<file path="src/rtl/battle_pkg.sv">
// Shared battle-screen definitions: phase encoding and HP defaults.
// The renderer and HUD read the same constants.
package battle_pkg;

    localparam int HP_W = 8;

    localparam logic [HP_W-1:0] PLAYER_HP_DEFAULT = 8'd100;
    localparam logic [HP_W-1:0] ENEMY_HP_DEFAULT  = 8'd200;

    typedef enum logic [2:0] {
        PH_IDLE      = 3'd0,
        PH_MENU      = 3'd1,
        PH_P_ATK     = 3'd2,
        PH_WAVE      = 3'd3,
        PH_SCAN_REQ  = 3'd4,
        PH_SCAN_WAIT = 3'd5,
        PH_WIN       = 3'd6,
        PH_LOSE      = 3'd7
    } phase_t;

    // Saturating increment for 8-bit event counters.
    function automatic logic [7:0] sat_inc8(input logic [7:0] v);
        return (v == 8'hFF) ? v : v + 8'd1;
    endfunction

endpackage

</file>
<file path="src/rtl/sat_sub.sv">
// Unsigned saturating subtractor: y = max(a - b, 0).
// The borrow out of a 9-bit difference selects the clamp.
module sat_sub
    import battle_pkg::*;
(
    input  logic [HP_W-1:0] a,
    input  logic [HP_W-1:0] b,
    output logic [HP_W-1:0] y,
    output logic            zero
);

    logic [HP_W:0] diff;

    always_comb begin
        diff = {1'b0, a} - {1'b0, b};
        y    = diff[HP_W] ? '0 : diff[HP_W-1:0];
        zero = (y == '0);
    end

endmodule

</file>
<file path="src/rtl/battle_turn_controller.sv">
// Turn sequencer for the battle screen: player menu, enemy bullet wave,
// damage scan, HP bookkeeping and win/lose detection.
module battle_turn_controller
    import battle_pkg::*;
#(
    parameter logic [7:0] PLAYER_HP_MAX = PLAYER_HP_DEFAULT,
    parameter logic [7:0] ENEMY_HP_MAX  = ENEMY_HP_DEFAULT,
    parameter int         WAVE_CYCLES   = 1024,
    parameter int         SCAN_TIMEOUT  = 32
) (
    input  logic       clk,
    input  logic       rst_n,
    input  logic       game_start,
    input  logic       act_valid,
    input  logic       act_fight,
    input  logic [7:0] act_power,
    output logic       act_ready,
    output logic       wave_active,
    output logic       scan_start,
    input  logic       scan_done,
    input  logic [7:0] scan_damage,
    output logic [7:0] player_hp,
    output logic [7:0] enemy_hp,
    output logic [2:0] phase,
    output logic       win,
    output logic       lose,
    output logic [7:0] turn_count,
    output logic       scan_err
);

    localparam logic [2:0] S_IDLE      = 3'(PH_IDLE);
    localparam logic [2:0] S_MENU      = 3'(PH_MENU);
    localparam logic [2:0] S_P_ATK     = 3'(PH_P_ATK);
    localparam logic [2:0] S_WAVE      = 3'(PH_WAVE);
    localparam logic [2:0] S_SCAN_REQ  = 3'(PH_SCAN_REQ);
    localparam logic [2:0] S_SCAN_WAIT = 3'(PH_SCAN_WAIT);
    localparam logic [2:0] S_WIN       = 3'(PH_WIN);
    localparam logic [2:0] S_LOSE      = 3'(PH_LOSE);

    localparam int WAVE_W = (WAVE_CYCLES  > 1) ? $clog2(WAVE_CYCLES)  : 1;
    localparam int TMO_W  = (SCAN_TIMEOUT > 1) ? $clog2(SCAN_TIMEOUT) : 1;
    localparam logic [WAVE_W-1:0] WAVE_LAST = WAVE_W'(WAVE_CYCLES - 1);
    localparam logic [TMO_W-1:0]  TMO_LAST  = TMO_W'(SCAN_TIMEOUT - 1);

    logic [2:0]        state_reg,      state_next;
    logic [7:0]        player_hp_reg,  player_hp_next;
    logic [7:0]        enemy_hp_reg,   enemy_hp_next;
    logic [7:0]        turn_count_reg, turn_count_next;
    logic              scan_err_reg,   scan_err_next;
    logic              act_fight_reg,  act_fight_next;
    logic [7:0]        act_power_reg,  act_power_next;
    logic [WAVE_W-1:0] wave_cnt_reg,   wave_cnt_next;
    logic [TMO_W-1:0]  tmo_cnt_reg,    tmo_cnt_next;

    logic [7:0] enemy_hp_sub;
    logic       enemy_hp_zero;
    logic [7:0] player_hp_sub;
    logic       player_hp_zero;

    sat_sub u_enemy_sub (
        .a    (enemy_hp_reg),
        .b    (act_power_reg),
        .y    (enemy_hp_sub),
        .zero (enemy_hp_zero)
    );

    sat_sub u_player_sub (
        .a    (player_hp_reg),
        .b    (scan_damage),
        .y    (player_hp_sub),
        .zero (player_hp_zero)
    );

    always_comb begin
        state_next      = state_reg;
        player_hp_next  = player_hp_reg;
        enemy_hp_next   = enemy_hp_reg;
        turn_count_next = turn_count_reg;
        scan_err_next   = scan_err_reg;
        act_fight_next  = act_fight_reg;
        act_power_next  = act_power_reg;
        wave_cnt_next   = wave_cnt_reg;
        tmo_cnt_next    = tmo_cnt_reg;

        case (state_reg)
            S_IDLE, S_WIN, S_LOSE: begin
                if (game_start) begin
                    state_next      = S_MENU;
                    player_hp_next  = PLAYER_HP_MAX;
                    enemy_hp_next   = ENEMY_HP_MAX;
                    turn_count_next = 8'd0;
                    scan_err_next   = 1'b0;
                end
            end
            S_MENU: begin
                if (act_valid) begin
                    act_fight_next = act_fight;
                    act_power_next = act_power;
                    state_next     = S_P_ATK;
                end
            end
            S_P_ATK: begin
                wave_cnt_next = '0;
                if (act_fight) begin
                    state_next = S_WAVE;
                end
                if (act_fight_reg) begin
                    enemy_hp_next = enemy_hp_sub;
                    state_next    = enemy_hp_zero ? S_WIN : S_WAVE;
                end else begin
                    state_next = S_WAVE;
                end
            end
            S_WAVE: begin
                if (wave_cnt_reg == WAVE_LAST) begin
                    state_next = S_SCAN_REQ;
                end else begin
                    wave_cnt_next = wave_cnt_reg + 1'b1;
                end
            end
            S_SCAN_REQ: begin
                tmo_cnt_next = '0;
                state_next   = S_SCAN_WAIT;
            end
            S_SCAN_WAIT: begin
                // A completion strobe in the final timeout cycle still counts as a real scan.
                if (scan_done) begin
                    player_hp_next  = player_hp_sub;
                    turn_count_next = sat_inc8(turn_count_reg);
                    state_next      = player_hp_zero ? S_LOSE : S_MENU;
                end else if (tmo_cnt_reg == TMO_LAST) begin
                    scan_err_next   = 1'b1;
                    turn_count_next = sat_inc8(turn_count_reg);
                    state_next      = S_MENU;
                end else begin
                    tmo_cnt_next = tmo_cnt_reg + 1'b1;
                end
            end
            default: state_next = S_IDLE;
        endcase
    end

    always_ff @(posedge clk or negedge rst_n) begin
        if (!rst_n) begin
            state_reg      <= S_IDLE;
            player_hp_reg  <= 8'd0;
            enemy_hp_reg   <= 8'd0;
            turn_count_reg <= 8'd0;
            scan_err_reg   <= 1'b0;
            act_fight_reg  <= 1'b0;
            act_power_reg  <= 8'd0;
            wave_cnt_reg   <= '0;
            tmo_cnt_reg    <= '0;
        end else begin
            state_reg      <= state_next;
            player_hp_reg  <= player_hp_next;
            enemy_hp_reg   <= enemy_hp_next;
            turn_count_reg <= turn_count_next;
            scan_err_reg   <= scan_err_next;
            act_fight_reg  <= act_fight_next;
            act_power_reg  <= act_power_next;
            wave_cnt_reg   <= wave_cnt_next;
            tmo_cnt_reg    <= tmo_cnt_next;
        end
    end

    // Phase flags decode straight from the state register, so reset clears them at once.
    assign act_ready   = (state_reg == S_MENU);
    assign wave_active = (state_reg == S_WAVE);
    assign scan_start  = (state_reg == S_SCAN_REQ);
    assign win         = (state_reg == S_WIN);
    assign lose        = (state_reg == S_LOSE);
    assign phase       = state_reg;
    assign player_hp   = player_hp_reg;
    assign enemy_hp    = enemy_hp_reg;
    assign turn_count  = turn_count_reg;
    assign scan_err    = scan_err_reg;

endmodule

</file>
<file path="config.mk">
export PLATFORM = sky130hd
export DESIGN_NAME = battle_turn_controller
export DESIGN_NICKNAME = d
export VERILOG_FILES = /design/src/rtl/battle_pkg.sv /design/src/rtl/sat_sub.sv /design/src/rtl/battle_turn_controller.sv
export SDC_FILE = /design/constraint.sdc
export NUM_CORES = 1
export LEC_CHECK = 0
export BUFFER_PORTS_ARGS = -buffer_cell sky130_fd_sc_hd__buf_2
export CAP_MARGIN = 20
export CELL_PAD_IN_SITES_DETAIL_PLACEMENT = 0
export CELL_PAD_IN_SITES_GLOBAL_PLACEMENT = 1
export CORE_MARGIN = 8
export CORE_UTILIZATION = 46
export DETAILED_ROUTE_END_ITERATION = 6
export GPL_TIMING_DRIVEN = 0
export PLACE_DENSITY = 0.94
export SYNTH_ARGS = -nofsm -noshare
export SYNTH_HDL_FRONTEND = slang
export SYNTH_SLANG_ARGS = --single-unit
export TNS_END_PERCENT = 30
</file>
<file path="constraint.sdc">
create_clock -name clk -period 5.4 [get_ports clk]
set_clock_uncertainty 0.05 [all_clocks]
set_input_delay 0.27 -clock clk [delete_from_list [all_inputs] [get_ports clk]]
set_output_delay 0.27 -clock clk [all_outputs]
set_load 0.01 [all_outputs]
</file>
* Word-level counts from Yosys, hierarchy flattened
Index checks and enable logic that the tools add are counted.
** Operators by class
- $add $sub $neg :: 5
- Equal/unequal tests :: 20
- Muxes and demuxes :: 31
- Reduce and logical (&&, ||, !) cells :: 16
** Operators by type and width (count)
- 8-bit two-way mux :: 10
- 8-bit case mux with 2 select lines :: 3
- 3-bit two-way mux :: 8
- 10-bit case mux with 2 select lines :: 1
- 3-bit case mux with 6 select lines :: 1
- 8-bit by 8-bit subtractor with 9-bit output :: 2
- 8-bit logical NOT :: 2
- 2-bit != test (second input constant) :: 8
- 3-bit == test (second input constant) :: 4
- 3-bit AND reduction :: 4
- 10-bit by 1-bit adder with 10-bit output (second input constant) :: 1
- 10-bit == test (second input constant) :: 1
- 10-bit two-way mux :: 1
- 5-bit two-way mux :: 2
- 5-bit case mux with 2 select lines :: 1
- 8-bit by 1-bit adder with 8-bit output (second input constant) :: 1
- 8-bit == test (second input constant) :: 1
- 4-bit AND reduction :: 2
- 2-bit nonzero test :: 4
- 3-bit by 2-bit == test with 1-bit output (second input constant) :: 2
- 5-bit by 1-bit adder with 5-bit output (second input constant) :: 1
- 5-bit == test (second input constant) :: 1
- 2-bit AND reduction :: 2
- 3-bit by 1-bit == test with 1-bit output (second input constant) :: 1
- 6 further kinds :: 8
** Storage, ports and cells
- Register bits :: 52
- Input bits :: 22
- Output and inout bits :: 33
- Word-level logic and storage cells :: 81

* Logic depth before layout (Yosys ltp)
Gate-level depths: netlist of the first run.
- Depth after elaboration :: 6
- Gate-level depth with buffers :: 11
- Mapped depth without buffers :: 11

* By module
Synthesis of the first run repeated with hierarchy kept, for this count alone.
** Unflattened totals
- Cell total of the unflattened synthesis :: 420
- Area, all modules :: 3724.8 um^2
** Modules (own cells, without submodules)
- battle_turn_controller :: times used 1, cells an instance 280, area an instance 2691.3 um^2, sequential area each 1301.2 um^2
- sat_sub :: times used 2, cells an instance 70, area an instance 516.7 um^2, sequential area each 0.0 um^2

* Worst setup path before layout of the first run
No wires, ideal clock.
- Path kind :: register -> register
- Start :: register enemy_hp_reg[0], in the netlist enemy_hp[0]
- End :: register state_reg[0], in the netlist phase[0]
- Library setup time :: 0.096 ns
- Arrival :: 2.325 ns
- Required time :: 5.254 ns
- Setup slack :: 2.930 ns
- Stages on the path, launching flop included :: 12
- Path buffers :: 0
- Period minus slack after synthesis :: 2.470 ns
- Path through :: dfrtp_1 inv_1 ha_1 inv_1 fa_1 a21o_1 a211oi_1 o21bai_1 xnor2_1 or2_2 o2111a_1 o31ai_1
** Between the ends
- Word-level cells in the longest chain between the ends :: 6
** RTL lines
- from (decl) :: line battle_turn_controller.sv:47 : logic [7:0] enemy_hp_reg, enemy_hp_next;
- from (signal assigned) :: line battle_turn_controller.sv:157 : enemy_hp_reg <= enemy_hp_next;
- 8-bit by 8-bit subtractor with 9-bit output :: line sat_sub.sv:15 : diff = {1'b0, a} - {1'b0, b};
- 8-bit two-way mux :: line sat_sub.sv:16 : y = diff[HP_W] ? '0 : diff[HP_W-1:0];
- 8-bit logical NOT :: line sat_sub.sv:17 : zero = (y == '0);
- 3-bit two-way mux :: line battle_turn_controller.sv:109 : state_next = enemy_hp_zero ? S_WIN : S_WAVE;
- 3-bit two-way mux :: line battle_turn_controller.sv:107 : if (act_fight_reg) begin
- 3-bit case mux with 6 select lines :: line battle_turn_controller.sv:85 : case (state_reg)
- to (signal assigned) :: line battle_turn_controller.sv:155 : state_reg <= state_next;
- to (decl) :: line battle_turn_controller.sv:45 : logic [2:0] state_reg, state_next;
Every way passes these cells.
A chain may end at the register's enable or synchronous reset.

* Worst setup path after layout of the first run
- Start :: register enemy_hp_reg[0], in the netlist enemy_hp[0]
- End :: register state_reg[2], in the netlist phase[2]
Same word-level chain as after synthesis.

==> results of run 1 <==
## worst register-to-register path, stage by stage, from the launching register on
cell and delay, ps:
dfrtp_1 400, inv_1 80, ha_1 150, inv_1 50
fa_1 400, a21o_1 190, a211oi_1 310, o21bai_1 150
xnor2_1 150, o31ai_1 200, a2bb2oi_1 110, a211o_1 300
## metrics by stage
step / hold slack [ps] / std cells / setup slack (ps) / total power [mW] / cell area [sq um]
floorplan: -75.6 / 362 / 2930 / 1.44 / 3260
global placement: 424 / 512 / 2810 / 1.72 / 3650
detailed placement: 248 / 513 / 2770 / 1.75 / 3670
CTS: 99.9 / 522 / 2750 / 2.05 / 3810
global route: 112 / 522 / 2530 / 2.23 / 3810
finish: 112 / 522 / 2750 / 2.03 / 3810
## logic make-up after synthesis
logic type | Yosys count | share of synthesized area [%]
adder cells (fa/ha/maj) | 24 | 9.66
AO/OA/AOI/OAI | 87 | 17.6
AND/OR/NAND/NOR | 134 | 20.4
buffers and inverters | 35 | 4.02
multiplexers | 7 | 2.30
XOR/XNOR | 23 | 6.17
flip-flops | 52 | 39.9
## cell usage in the layout (no fill, tap or decap), types with 5 or more instances in the layout
cell,instances
a21oi_1,15
buf_2,54
clkbuf_1,7
clkbuf_8,7
dfrtp_1,52
ha_1,22
inv_1,27
nand2_1,47
nand3_1,10
nor2_1,29
nor2b_1,8
nor3_1,5
o21ai_0,23
o21ai_1,8
o31ai_1,5
xnor2_1,11
xor2_1,12
## final cells by class
class | count | share of cell area, %
multi-input cells | 275 | 48.1
inverters | 27 | 2.66
clock inverters | 1 | 0.788
plain buffers | 8 | 0.788
repair buffers | 56 | 7.88
flip-flops and latches | 52 | 34.1
well taps | 96 | 3.15
clock buffers | 7 | 2.53
## power by group through the flow
stage	registers, mW	clock network [mW]	logic (mW)
after floorplan	0.609	0	0.836
after detailed placement	0.598	0	1.15
final	0.589	0.289	1.15
after CTS	0.590	0.300	1.16
after global placement	0.593	0	1.12
after global routing	0.608	0.315	1.31
## worst max-delay path by stage
stage                to  slack [ps]  cells after the start
2_1_floorplan  phase[0]        2930                     11
3_3_place_gp   phase[2]        2810                     11
3_5_place_dp   phase[2]        2770                     11
4_1_cts        phase[0]        2750                     11
5_1_grt        phase[2]        2530                     11
6_report       phase[2]        2750                     11
## routing by layer
| metal | vias to the layer above | GRT usage, % | wire length (um) |
|---|---|---|---|
| met5 | - | 0 | 0 |
| met4 | 0 | 5.47 | 81 |
| met3 | 10 | 4.08 | 474 |
| met2 | 60 | 26.6 | 3600 |
| met1 | 1294 | 18.4 | 3300 |
| li1 | 1412 | - | - |
==> impl_metrics.json, run 1 <==
{
  "yosys-top-cells-count": "dfrtp_1, nand2_1, nor2_1",
  "drt_iter0_markers": 86,
  "slowest_delay_ps": 400,
  "io_pins": 55,
  "reg2reg_to": "phase[2]",
  "coreArea_sq_um": 6830,
  "place_hpwl_um": 5840,
  "rsz0062_at_grt": "no",
  "fillers": 665,
  "synth_enable_flop_cells": 0,
  "syn_inst": 362,
  "cts_buffers": 5,
  "path_clk_slew_ps": 90,
  "clockBufferDepth": 2,
  "synth_most_common_cell": "dfrtp_1",
  "largest_register_ffs": 10,
  "h-tree-depth": 2,
  "crit_buf_inv": 2,
  "cts_tree": "done",
  "multi_input_area_sq_um": 1830,
  "cell_internal_pwr_mw": 1.14,
  "die_h_um": 100,
  "wl_per_cell_um": 14.3,
  "reg2reg_from": "enemy_hp[0]",
  "layout_min_cycle_time_ps": 2650,
  "crit_family": "compound AO/OA/AOI/OAI gates",
  "grt_max_degree": 30,
  "io_buffers": 54,
  "crit_type": "reg2reg",
  "utilization_pct": 55.8,
  "final_nets": 471,
  "crit_chain": "inv_1 > ha_1 > inv_1 > fa_1 > a21o_1 > a211oi_1 > o21bai_1 > xnor2_1 > o31ai_1 > a2bb2oi_1 > a211o_1",
  "clk_latency_ps": 310,
  "setup_viol": 0,
  "cts_resized": 0,
  "die_w_um": 100,
  "drc": 0,
  "tightestPinTransition_ps": 796,
  "gp_congestion": 0.847,
  "fin_tns_setup_ps": 0,
  "grt_first_pass_wirelength_um": 13000,
  "grt.total_usage_pct": 15.6,
  "area_delta_synth_final_pct": 16.7,
  "cp.required_ps": 5550,
  "synth_top_area_cell": "dfrtp_1",
  "p_sw_mw": 0.888,
  "hold_path.class": "in2reg",
  "yosysWarnings": 0,
  "r2r_setup_slack_ps": 2750,
  "async_flop_share_pct": 100,
  "antenna_found_initial": 0,
  "cp-start-kind": "register",
  "holdPathStages": 3,
  "cts_hold_buf": 1,
  "worstSetupEndpointType": "register",
  "cts.sinks": 52,
  "num_rows": 30,
  "hold_end": "act_power_reg[4]",
  "crit_start": "enemy_hp[0]",
  "ant_nets": 0,
  "final-hold-violation-count": 0,
  "p_leak_nw": 1.84,
  "synthFlopType": "dfrtp_1",
  "vias": 2776,
  "dieArea_sq_um": 10000,
  "wl_um": 7460,
  "drt_first_pass_iters": 4,
  "syn_avg_cell_area_sq_um": 9.02,
  "crit_fanout": 3,
  "postCtsSetupBuffers": 0,
  "cp.arrival_ps": 2800,
  "slew_violations": 0,
  "seq_area_frac_synth_pct": 39.9,
  "synth_area_sq_um": 3260,
  "finalCritPeriodShare_pct": 49.0,
  "pwr-share-clk_pct": 14.2,
  "ys_top_cells_by_area": "dfrtp_1, ha_1, nand2_1",
  "max_cap_viol_count": 0,
  "combPwrFrac_pct": 56.8,
  "reg2reg_depth": 11,
  "drive_above_1_share_pct": 17.1,
  "ys_ff_latch": 52,
  "hp-start": "act_power[4]",
  "synth_fp_nets": 408,
  "seqCellArea_sq_um": 1300,
  "fmax_mhz": 378,
  "grt_remaining_overflow": 0,
  "cts_root_buffer": "clkbuf_8",
  "crit_path_frequent_cell": "inv_1",
  "grt_pass1_vias": 2870,
  "synth.top_cell.area_share_pct": 39.9,
  "antenna_cells": 0,
  "maxSlewHeadroom_pct": 46.9,
  "pwr-share-seq_pct": 29.0,
  "yosysUniqueCellTypes": 60,
  "switching_share_pct": 43.7,
  "avgViaCountPerCell": 5.32,
  "crit_slowest_cell": "dfrtp_1",
  "p_per_area_nw_per_um2": 533,
  "status": "finished clean",
  "vdd_drop_max_mv": 0.393,
  "initial_core_util_pct": 47.8
}
No activity file was read; power rests on OpenSTA's default activity.
==> run 2, diff against run 1 <==
--- a/config.mk
+++ b/config.mk
@@ -10,10 +10,10 @@
 export CELL_PAD_IN_SITES_DETAIL_PLACEMENT = 0
 export CELL_PAD_IN_SITES_GLOBAL_PLACEMENT = 1
 export CORE_MARGIN = 8
-export CORE_UTILIZATION = 46
+export CORE_UTILIZATION = 39
 export DETAILED_ROUTE_END_ITERATION = 6
 export GPL_TIMING_DRIVEN = 0
-export PLACE_DENSITY = 0.94
+export PLACE_DENSITY = 0.86
 export SYNTH_ARGS = -nofsm -noshare
 export SYNTH_HDL_FRONTEND = slang
 export SYNTH_SLANG_ARGS = --single-unit
==> constraint.sdc (replaced) <==
create_clock -name clk -period 2.3 [get_ports clk]
set_clock_uncertainty 0.05 [all_clocks]
set_input_delay 0.115 -clock clk [delete_from_list [all_inputs] [get_ports clk]]
set_output_delay 0.115 -clock clk [all_outputs]
set_load 0.01 [all_outputs]
==> run 2 against run 1 <==
The run now ends with negative setup slack left. Die area rose by 15%. Sequential share of layout area fell by 3.1 points. Clock power rose by 130%. Total power rose to 2.7 times the previous value. Global-route usage fell by 1.6 points. Register-to-register slack got worse by 2900 ps. Hold slack got worse by 44 ps. Highest routed layer unchanged.
==> impl_metrics.json, run 2 (synthesized netlist as in run 1, its figures left out) <==
{
  "total_power_mw": 5.55,
  "drc": 0,
  "die_w_um": 107,
  "reg2reg_depth": 11,
  "hold_path.class": "in2reg",
  "setup_viol": 3,
  "largest_register_ffs": 10,
  "cts_tree": "done",
  "slowest_delay_ps": 410,
  "slew_violations": 0,
  "drt_first_pass_iters": 5,
  "tightestPinTransition_ps": 589,
  "vdd_drop_max_mv": 0.842,
  "final-hold-violation-count": 0,
  "io_pins": 55,
  "path_clk_slew_ps": 110,
  "utilization_pct": 51.3,
  "crit_slowest_cell": "dfrtp_1",
  "finalCritPeriodShare_pct": 108,
  "vias": 2923,
  "rsz0062_at_grt": "yes",
  "ant_nets": 0,
  "dpl_cell_area_sq_um": 3690,
  "crit_path_frequent_cell": "inv_2",
  "cp.arrival_ps": 2660,
  "antenna_cells": 0,
  "design_area_sq_um": 4200,
  "crit_chain": "inv_2 > ha_4 > inv_2 > fa_2 > a21o_1 > a211oi_2 > o21bai_1 > xnor2_1 > o31ai_2 > a2bb2oi_2 > a211o_1",
  "max_cap_viol_count": 0,
  "violations": "negative setup slack",
  "cts.sinks": 52,
  "r2r_setup_slack_ps": -190,
  "cp-start-kind": "register",
  "drive_above_1_share_pct": 27.0,
  "cts_buffers": 5,
  "die_h_um": 107,
  "coreArea_sq_um": 8180,
  "worstSetupEndpointType": "register",
  "area_delta_synth_final_pct": 28.5,
  "clk_latency_ps": 320,
  "clockBufferDepth": 2,
  "gp_congestion": 0.856,
  "grt_max_degree": 33,
  "layout_min_cycle_time_ps": 2490,
  "wl_um": 8000,
  "num_rows": 33,
  "fin_hold_ws_ps": 68.3,
  "fillers": 777,
  "drt_iter0_markers": 92,
  "place_hpwl_um": 5930,
  "crit_fanout": 3,
  "crit_family": "compound AO/OA/AOI/OAI gates",
  "dieArea_sq_um": 11600,
  "grt_pass1_vias": 3011,
  "avgViaCountPerCell": 5.29,
  "cts_root_buffer": "clkbuf_8",
  "crit_buf_inv": 2,
  "final_common_cell": "buf_2",
  "initial_core_util_pct": 39.9,
  "h-tree-depth": 2,
  "cp.required_ps": 2470,
  "fin_cells": 553,
  "maxSlewHeadroom_pct": 60.4,
  "grt.total_usage_pct": 14.0,
  "p_per_area_nw_per_um2": 1320,
  "wl_per_cell_um": 14.5,
  "grt_remaining_overflow": 0,
  "grt_first_pass_wirelength_um": 13500,
  "dp_cells": 522,
  "antenna_found_initial": 0,
  "cp.depth": 11,
  "crit_type": "reg2reg",
  "fmax_mhz": 401,
  "setup_ws_ps": -194,
  "holdPathStages": 3,
  "layout_common_cells": "buf_2, dfrtp_1, nand2_1",
  "status": "finished with violations",
  "p_leak_nw": 1.98,
  "final_nets": 493,
  "io_buffers": 54
}
run 2: worst min-delay path, stage by stage:
cell	delay, ps
buf_2	160
nand4_1	80
nand2_1	40
run 2: path summary, 6_finish.rpt:
check,startpoint,endpoint
max reg2reg,enemy_hp[0],phase[2]
min,scan_done,player_hp[2]
max in group asynchronous,rst_n,player_hp[4]
max,enemy_hp[0],phase[2]
min in group asynchronous,rst_n,act_power_reg[4]
min reg2reg,enemy_hp[0],enemy_hp[0]
run 2: what timing repair did:
| action | in CTS | in global routing |
|---|---|---|
| hold endpoints to repair | 29 | 0 |
| cloned | 0 | 0 |
| pin swaps | 7 | 10 |
| setup endpoints to repair | 17 | 27 |
| gates resized for setup | 15 | 27 |
| hold buffers | 10 | 0 |
| buffers inserted | 6 | 8 |
run 2: routing by layer:
metal,global-route usage [%],up-vias,routed length [um]
met2,24.2,64,3970
met4,4.46,0,90
li1,-,1455,-
met5,0,-,0
met3,2.93,8,434
met1,17.0,1396,3500
run 2: power breakdown:
part	internal (mW)	switching, mW
combinational	1.61	1.88
clock	0.328	0.332
sequential	1.18	0.221
total	3.12	2.43
run 2: layout make-up:
| cell class | instances | area [sq um] | share of cell area, % |
|---|---|---|---|
| multi-input combinational | 275 | 2020 | 48.1 |
| clock inverter | 3 | 46.3 | 1.10 |
| sequential | 52 | 1300 | 31.0 |
| clock buffer | 5 | 68.8 | 1.64 |
| buffer | 7 | 31.3 | 0.746 |
| timing repair buffer | 79 | 495 | 11.8 |
| inverter | 27 | 101 | 2.42 |
| tap | 105 | 131 | 3.13 |
run 2: per-stage QoR:
stage	worst slack [ps]	setup TNS, ps
floorplan	-104	-174
global placement	-218	-1350
detailed placement	-245	-1540
CTS	-189	-583
global route	-301	-1220
finish	-194	-460
==> run 3, diff against run 2 <==
--- a/config.mk
+++ b/config.mk
@@ -5,15 +5,17 @@
 export SDC_FILE = /design/constraint.sdc
 export NUM_CORES = 1
 export LEC_CHECK = 0
+export ABC_AREA = 1
 export BUFFER_PORTS_ARGS = -buffer_cell sky130_fd_sc_hd__buf_2
 export CAP_MARGIN = 20
 export CELL_PAD_IN_SITES_DETAIL_PLACEMENT = 0
 export CELL_PAD_IN_SITES_GLOBAL_PLACEMENT = 1
+export CORE_ASPECT_RATIO = 1.5
 export CORE_MARGIN = 8
-export CORE_UTILIZATION = 39
+export CORE_UTILIZATION = 37
 export DETAILED_ROUTE_END_ITERATION = 6
 export GPL_TIMING_DRIVEN = 0
-export PLACE_DENSITY = 0.86
+export PLACE_DENSITY = 0.85
 export SYNTH_ARGS = -nofsm -noshare
 export SYNTH_HDL_FRONTEND = slang
 export SYNTH_SLANG_ARGS = --single-unit
==> constraint.sdc (replaced) <==
create_clock -name clk -period 2.3 [get_ports clk]
set_clock_uncertainty 0.05 [all_clocks]
set_input_delay 0.115 -clock clk [delete_from_list [all_inputs] [get_ports clk]]
set_output_delay 0.115 -clock clk [all_outputs]
set_load 0.05 [all_outputs]
==> run 3 against run 2 <==
The run now ends clean. Sequential cell count did not move. Via count rose by 6.3%. First-iteration DRC count up 84%. Sequential power hardly changed. Total power is 4.1% lower. Worst setup slack improved by 340 ps. Maximum frequency rose by 16%.
==> impl_metrics.json, run 3 <==
{
  "hold_path.class": "in2reg",
  "avgViaCountPerCell": 4.77,
  "maxSlewHeadroom_pct": 66.1,
  "antenna_cells": 0,
  "initial_core_util_pct": 37.6,
  "synth.top_cell.area_share_pct": 37.9,
  "io_pins": 55,
  "design_area_sq_um": 4150,
  "vias": 3107,
  "crit_type": "reg2reg",
  "seqCellArea_sq_um": 1300,
  "utilization_pct": 45.3,
  "drc": 0,
  "drt_first_pass_iters": 4,
  "h-tree-depth": 2,
  "dieArea_sq_um": 12700,
  "p_per_area_nw_per_um2": 1280,
  "wl_um": 8410,
  "max_cap_viol_count": 0,
  "cts_tree": "done",
  "synthFlopType": "dfrtp_1",
  "worstSetupEndpointType": "register",
  "finalCritPeriodShare_pct": 93.5,
  "reg2reg_to": "phase[2]",
  "seq_area_frac_synth_pct": 37.9,
  "final-hold-violation-count": 0,
  "dpl_cell_area_sq_um": 3870,
  "reg2reg_depth": 13,
  "synth_most_common_cell": "nand2_1",
  "clockBufferDepth": 2,
  "layout_min_cycle_time_ps": 2150,
  "grt_first_pass_wirelength_um": 14100,
  "fmax_mhz": 465,
  "setup_ws_ps": 149,
  "cp-start-kind": "register",
  "hold_end": "act_power_reg[2]",
  "die_h_um": 134,
  "p_leak_nw": 2.26,
  "largest_register_ffs": 10,
  "synth_top_area_cell": "dfrtp_1",
  "num_rows": 43,
  "r2r_setup_slack_ps": 150,
  "die_w_um": 94.7,
  "coreArea_sq_um": 9150,
  "cp.required_ps": 2480,
  "grt_pass1_vias": 3137,
  "async_flop_share_pct": 100,
  "crit_fanout": 5,
  "place_hpwl_um": 6720,
  "cts_root_buffer": "clkbuf_16",
  "vdd_drop_max_mv": 0.643,
  "layout_common_cells": "nand2_1, inv_1, buf_2",
  "reg2reg_from": "player_hp[5]",
  "area_delta_synth_final_pct": 20.6,
  "grt.total_usage_pct": 13.6,
  "setup_viol": 0,
  "yosysUniqueCellTypes": 37,
  "fin_tns_setup_ps": 0,
  "cts.sinks": 52,
  "slew_violations": 0,
  "synth_enable_flop_cells": 0,
  "antenna_found_initial": 0,
  "final_nets": 585,
  "syn_avg_cell_area_sq_um": 7.30,
  "total_power_mw": 5.33,
  "io_buffers": 54,
  "grt_remaining_overflow": 0,
  "fillers": 956,
  "place_worst_setup_slack_ps": -177,
  "drive_above_1_share_pct": 20.4,
  "yosysWarnings": 0,
  "ys_ff_latch": 52,
  "synth_area_sq_um": 3440,
  "path_clk_slew_ps": 70,
  "drt_iter0_markers": 169,
  "crit_start": "player_hp[5]",
  "ant_nets": 0,
  "tightestPinTransition_ps": 508,
  "cts_buffers": 5,
  "clk_latency_ps": 290,
  "hp-start": "act_power[2]",
  "multi_input_area_sq_um": 1870,
  "yosys-top-cells-count": "nand2_1, inv_1, dfrtp_1",
  "wl_per_cell_um": 12.9,
  "ys_top_cells_by_area": "dfrtp_1, nand2_1, inv_1",
  "gp_congestion": 0.875,
  "cp.arrival_ps": 2330,
  "syn_inst": 471,
  "holdPathStages": 3,
  "synth_fp_nets": 517,
  "status": "finished clean",
  "final_common_cell": "nand2_1",
  "grt_max_degree": 36
}
run 3: changes by cell type after synthesis, sizes merged, moves of 6 or more:
| cell | previous run | this run |
|---|---|---|
| clkbuf | 7 | 1 |
| nor2 | 29 | 49 |
| inv | 27 | 92 |
| nand3 | 10 | 33 |
| xor2 | 12 | 6 |
| xnor2 | 11 | 2 |
| o21ai | 31 | 20 |
| nand2 | 47 | 122 |
| nor2b | 8 | 0 |
| a21oi | 15 | 35 |
run 3: layout make-up:
type,count,area share [%]
clock buffers,5,3.02
multi-input cells,326,45.2
well taps,112,3.38
clock inverters,3,0.453
inverters,93,8.42
plain buffers,1,0.0906
repair buffers,60,8.03
flip-flops and latches,52,31.4
run 3: routing by layer:
layer / vias to the layer above / global-route usage (%) / share of wire (%)
met4: 0 / 3.66 / 1.3
li1: 1632 / - / -
met5: - / 0 / 0
met3: 8 / 2.80 / 4.1
met2: 52 / 25.1 / 53
met1: 1415 / 15.1 / 41
run 3: kinds of logic (layout without fill, tap and decap cells):
| group | count (synthesis) | in the layout | synth area share, % |
|---|---|---|---|
| adder cells (fa/ha/maj) | 24 | 24 | 9.17 |
| buffers and inverters | 94 | 162 | 10.3 |
| multiplexers | 1 | 1 | 0.328 |
| flip-flops | 52 | 52 | 37.9 |
| AO/OA/AOI/OAI | 68 | 68 | 11.4 |
| XOR/XNOR | 8 | 8 | 2.04 |
| AND/OR/NAND/NOR | 224 | 225 | 28.9 |
run 3: critical path, stage by stage (launching register included):
cell and delay [ps]:
dfrtp_1 400, ha_1 360, nand2_1 100, nand2_1 90, a21oi_2 250, nand2_4 110, buf_4 150, a21oi_1 130
nand3_1 80, nor2_1 170, nor2_1 60, nand2_1 50, nand2_1 50, nand2_1 50
run 3: worst max-delay path by stage:
stage	to	slack, ps	cells after the start
after global placement	phase[2]	-170	15
after detailed placement	phase[2]	-180	15
after global routing	phase[2]	-0.03	13
after floorplan	phase[2]	-70	15
after CTS	phase[2]	10	15
final	phase[2]	150	13
run 3: where the power goes:
group | internal [mW] | leakage, nW | total [mW] | switching [mW]
clock | 0.402 | 0.0736 | 0.735 | 0.333
sequential | 1.17 | 0.657 | 1.37 | 0.208
combinational | 0.989 | 1.53 | 3.22 | 2.23
run 3: what timing repair did:
action	4_1_cts	5_1_grt
gates resized for setup	5	18
setup endpoints to repair	3	3
endpoints found under the hold margin	18	0
cloned	0	1
setup buffers	0	3
hold buffers	2	0
pin swaps	0	3
run 3: through the flow:
| stage | hold slack [ps] | std cells |
|---|---|---|
| floorplan | -231 | 471 |
| global route | 33.0 | 652 |
| CTS | 13.3 | 648 |
| global placement | 301 | 637 |
| finish | 21.2 | 652 |
| detailed placement | 29.5 | 638 |
